File: config.mk
export PLATFORM = sky130hd
export DESIGN_NAME = instr_fetch_queue
export DESIGN_NICKNAME = d
export VERILOG_FILES = /design/src/rtl/instr_fetch_queue.sv
export SDC_FILE = /design/constraint.sdc
export NUM_CORES = 1
export LEC_CHECK = 0
export CAP_MARGIN = 20
export CORE_ASPECT_RATIO = 1.4
export CORE_MARGIN = 4
export CORE_UTILIZATION = 35
export DETAILED_ROUTE_END_ITERATION = 8
export PLACE_DENSITY = 0.64
export SKIP_LAST_GASP = 1
export SYNTH_ARGS = -nofsm -noshare
export SYNTH_HDL_FRONTEND = slang
export SYNTH_SLANG_ARGS = --single-unit
File: constraint.sdc
create_clock -name clk -period 3.6 [get_ports clk]
set_clock_uncertainty 0.1 [all_clocks]
set_input_delay 0.54 -clock clk [delete_from_list [all_inputs] [get_ports clk]]
set_output_delay 0.54 -clock clk [all_outputs]
set_load 0.02 [all_outputs]
File: src/rtl/instr_fetch_queue.sv
// instr_fetch_queue: fetches sequential instructions from a combinational imem
// into a circular {pc, inst} queue, with start/redirect flush control.
module instr_fetch_queue #(
    parameter int          DEPTH    = 4,
    parameter logic [31:0] RESET_PC = 32'h0000_1000
) (
    input  logic                       clk,
    input  logic                       reset,
    input  logic                       startSel,
    input  logic [31:0]                startAddress,
    input  logic                       redirect,
    input  logic [31:0]                redirectAddr,
    output logic [31:0]                imemAddr,
    input  logic [31:0]                imemData,
    output logic [31:0]                instOut,
    output logic [31:0]                pcOut,
    output logic                       instValid,
    input  logic                       deqReady,
    output logic [$clog2(DEPTH):0]     count
);
    localparam int AW = $clog2(DEPTH);
    localparam int CW = AW + 1;
    localparam logic [CW-1:0] FULL = CW'(DEPTH);

    logic [31:0]   pc_mem_q [DEPTH];
    logic [31:0]   inst_mem_q [DEPTH];
    logic [31:0]   pc_q, pc_d;
    logic [AW-1:0] rd_ptr_q, rd_ptr_d, wr_ptr_q, wr_ptr_d;
    logic [CW-1:0] count_q, count_d;
    logic          flush, push, deq;

    assign flush = startSel || redirect;
    assign deq   = instValid && deqReady && !flush;
    // A full queue may still accept a push when its head leaves the same cycle.
    assign push  = !flush && ((count_q != FULL) || deq);

    always_comb begin
        pc_d     = pc_q;
        rd_ptr_d = rd_ptr_q;
        wr_ptr_d = wr_ptr_q;
        count_d  = count_q;
        if (flush) begin
            pc_d     = startSel ? {startAddress[31:2], 2'b00} : {redirectAddr[31:2], 2'b00};
            rd_ptr_d = '0;
            wr_ptr_d = '0;
            count_d  = '0;
        end else begin
            pc_d     = push ? pc_q + 32'd4 : pc_q;
            wr_ptr_d = push ? wr_ptr_q + AW'(1) : wr_ptr_q;
            rd_ptr_d = deq ? rd_ptr_q + AW'(1) : rd_ptr_q;
            count_d  = count_q + CW'(push) - CW'(deq);
        end
    end

    always_ff @(posedge clk) begin
        if (reset) begin
            pc_q     <= RESET_PC;
            rd_ptr_q <= '0;
            wr_ptr_q <= '0;
            count_q  <= '0;
        end else begin
            pc_q     <= pc_d;
            rd_ptr_q <= rd_ptr_d;
            wr_ptr_q <= wr_ptr_d;
            count_q  <= count_d;
        end
    end

    always_ff @(posedge clk) begin
        if (!reset && push) begin
            pc_mem_q[wr_ptr_q]   <= pc_q;
            inst_mem_q[wr_ptr_q] <= imemData;
        end
    end

    assign imemAddr  = pc_q;
    assign count     = count_q;
    assign instValid = count_q != '0;
    assign instOut   = instValid ? inst_mem_q[rd_ptr_q] : 32'h0;
    assign pcOut     = instValid ? pc_mem_q[rd_ptr_q] : 32'h0;
endmodule

==> results.yml <==
job:
  maxCapViolCount: 0
power:
  clkPwrFrac_pct: 40.7
  p_per_area_nw_per_um2: 453
  pwr-share-seq_pct: 53.2
  swShare_pct: 21.0
  internal_power_mw: 5.57
  power.leakage_nw: 5.03
  vdd.ir_drop.worst_mv: 0.249
  comb_power_share_pct: 6.2
  switching_power_mw: 1.47
  total_power_mw: 7.04
setup_path:
  crit_arrival_ns: 2.71
  criticalPathCategory: "register to output port"
  cp_slowest_cell: "mux4_2"
  cpPeakStageDelay_ns: 0.61
  critPathBufInv: 2
  path_cells: "buf_12, mux4_2, and2_1, clkdlybuf4s50_1"
  critPathCaptureType: "output port"
  worstSetupPathDepth: 4
  path_delay_family: "buffers and inverters"
  reg2reg_to: "count[2]"
  required_ns: 2.96
  path_max_fanout: 62
  r2r_setup_slack_ns: 0.94
  reg2reg_from: "count[1]"
  reg2reg_depth: 8
  worst_setup_path_start_kind: "register"
floorplan:
  pin_count: 201
  core_area_um2: 33500
  die_y_um: 227
  start_util_pct: 35.8
  die_area_um2: 37300
  die_x_um: 164
  core.rowCount: 79
clocking:
  insertion_delay_ns: 0.53
  clock_sinks: 287
  root_buffer: "clkbuf_16"
  post_cts_buffers: 0
  cts_tree: "done"
  ctsResizeCount: 0
  path_clk_slew_ns: 0.06
  cts-hold-fix-buffers: 0
  cts_buffers: 27
  htreeDepth: 1
  cts_buffer_depth: 3
timing:
  layout_setup_ws_ns: 0.255
  clock.fmax_mhz: 299
  tightest_slew_ns: 0.691
  period_share_pct: 92.9
  finalSetupTns_ns: 0
  max-slew-margin-rel_pct: 53.8
  rsz0062_at_grt: "false"
  final-max-slew-violation-count: 0
  hold_violations: 0
  setup-violations-final: 0
  min_period_ns: 3.35
placement:
  io_buffers: 192
  gp_congestion: 0.780
  dp_slack_ns: 0.534
  hpwl_mm: 18.6
synth:
  synth_top_area_share_pct: 62.2
  yosys.area.top_type: "edfxtp_1"
  synth.distinct_cells: 58
  synthFlopType: "edfxtp_1"
  netlist_area_um2: 12000
  async_flop_share_pct: 0
  yosysSeqAreaShare_pct: 68.7
  synth.avg_cell_area_um2: 16.2
  ys_ff_latch: 287
  synth_edf_count: 248
  synth_cells: 739
  yosys_warnings: 0
  synthTopCellsByArea: "edfxtp_1 (62%), mux4_2 (12%), dfxtp_1 (6.5%)"
hold_path:
  hold-path-cell-count: 2
  hold_end: "wr_ptr_q[1]"
  hold_class: "register to register"
  hp-start: "wr_ptr_q[1]"
grt:
  grt_usage_pct: 15.0
  grt_pass1_vias: 7242
  antenna_found_initial: 0
  grt_max_degree: 63
  grt_overflow: 0
  grt_pass1_wl_mm: 42.7
route:
  vias: 7129
  drtIter0Drc: 331
  drt_first_pass_iters: 6
  via_per_inst: 5.06
  routedWlPerCell_um: 20.0
  routed_wl_mm: 28.2
  drt_drc_violations_left: 0
  ant_nets: 0
cells_and_area:
  utilization_pct: 46.3
  multiInputGateArea_um2: 3550
  syn2layout_area_growth_pct: 29.6
  fillers: 2937
  seq_area_um2: 8240
  nets: 1053
  drive_above_1_share_pct: 15.4
  n_antenna_cell: 0
run_status:
  status: "finished, final reports clean"
## sequential cells by signal, summed over array words and instances (netlist names), named ones only
register / cells
count: 3
imemAddr: 30
inst_mem_q: 128
pc_mem_q: 120
rd_ptr_q: 2
wr_ptr_q: 2
## synthesized netlist by cell type, drive strengths merged (4+ instances only)
cell type  number
and2           65
nand2          38
clkbuf         31
inv            13
nor2           33
xnor2           7
dfxtp          39
nor4            8
edfxtp        248
and3           23
o211ai          4
o21ai          16
xor2           14
nand2b          4
a211oi         16
nand4          13
mux4           62
nand3          10
a21oi          24
ha              7
buf            13
a221oi          5
## how the worst max path moves through the flow
stage	slack (ns)	to	startpoint
floorplan	0.19	inst_mem_q[0][0]	redirect
global placement	0.55	count[1]	redirect
detailed placement	0.53	count[1]	deqReady
CTS	0.18	pcOut[6]	register
global route	0.13	pcOut[31]	register
finish	0.25	pcOut[6]	register
## final cells by class
cell class / count / area share (%)
Tap cell: 445 / 3.59
Inverter: 13 / 0.314
Multi-Input combinational cell: 398 / 22.9
Timing Repair Buffer: 217 / 14.5
Clock buffer: 30 / 4.42
Sequential cell: 287 / 53.0
Clock inverter: 18 / 1.30
## cells in the final DEF, fill, tap and decap left out, types with 10 or more instances in the layout
cell	n
edfxtp_1	248
clkdlybuf4s50_1	192
clkbuf_16	27
buf_4	14
nor2_1	33
xor2_1	14
inv_1	13
mux4_2	62
and3_1	18
and2_1	64
buf_12	11
nand2_1	38
o21ai_0	16
nand3_1	10
dfxtp_1	37
a211oi_1	15
a21oi_1	24
nand4_1	11
## worst min-delay path, delay by kind of cell (launching register included)
kind / cells / cell delay, ns
DFF: 1 / 0.33
and+or+nand+nor: 1 / 0.07
AOI/OAI and AO/OA: 1 / 0.05
## metal layers
metal	GRT usage, %	vias to the layer above	routed length [µm]
met3	2.53	42	1800
li1	-	3295	-
met5	0	-	0
met4	4.67	0	627
met1	19.1	3534	11500
met2	26.2	258	14300
## power groups by stage
stage               Sequential (mW)  Clock (mW)  Combinational (mW)
floorplan                      3.82           0               0.159
global placement               3.81           0               0.435
detailed placement             3.82           0               0.438
CTS                            3.74        2.95               0.440
global route                   3.75        3.10               0.468
finish                         3.74        2.86               0.434
## stage by stage
stage          hold WS (ns)  std cells  cell area, µm²
3_3_place_gp          0.377       1360           14600
3_5_place_dp          0.391       1360           14600
6_report              0.401       1408           15500
4_1_cts               0.400       1408           15500
5_1_grt               0.420       1408           15500
2_1_floorplan         0.365        742           12000
## kinds of logic (layout without fill, tap and decap cells)
group	Yosys count	after routing	share of synthesized area, %
xor gates and xnor gates	21	21	1.54
DFF	287	287	68.7
AOI/OAI and AO/OA	90	90	5.08
adders and majority gates	8	8	0.898
buffers and inverters	57	278	1.99
and+or+nand+nor	210	210	9.89
other	1	4	0.0313
muxes	65	65	11.9
Power figures use the tool's default switching activity.
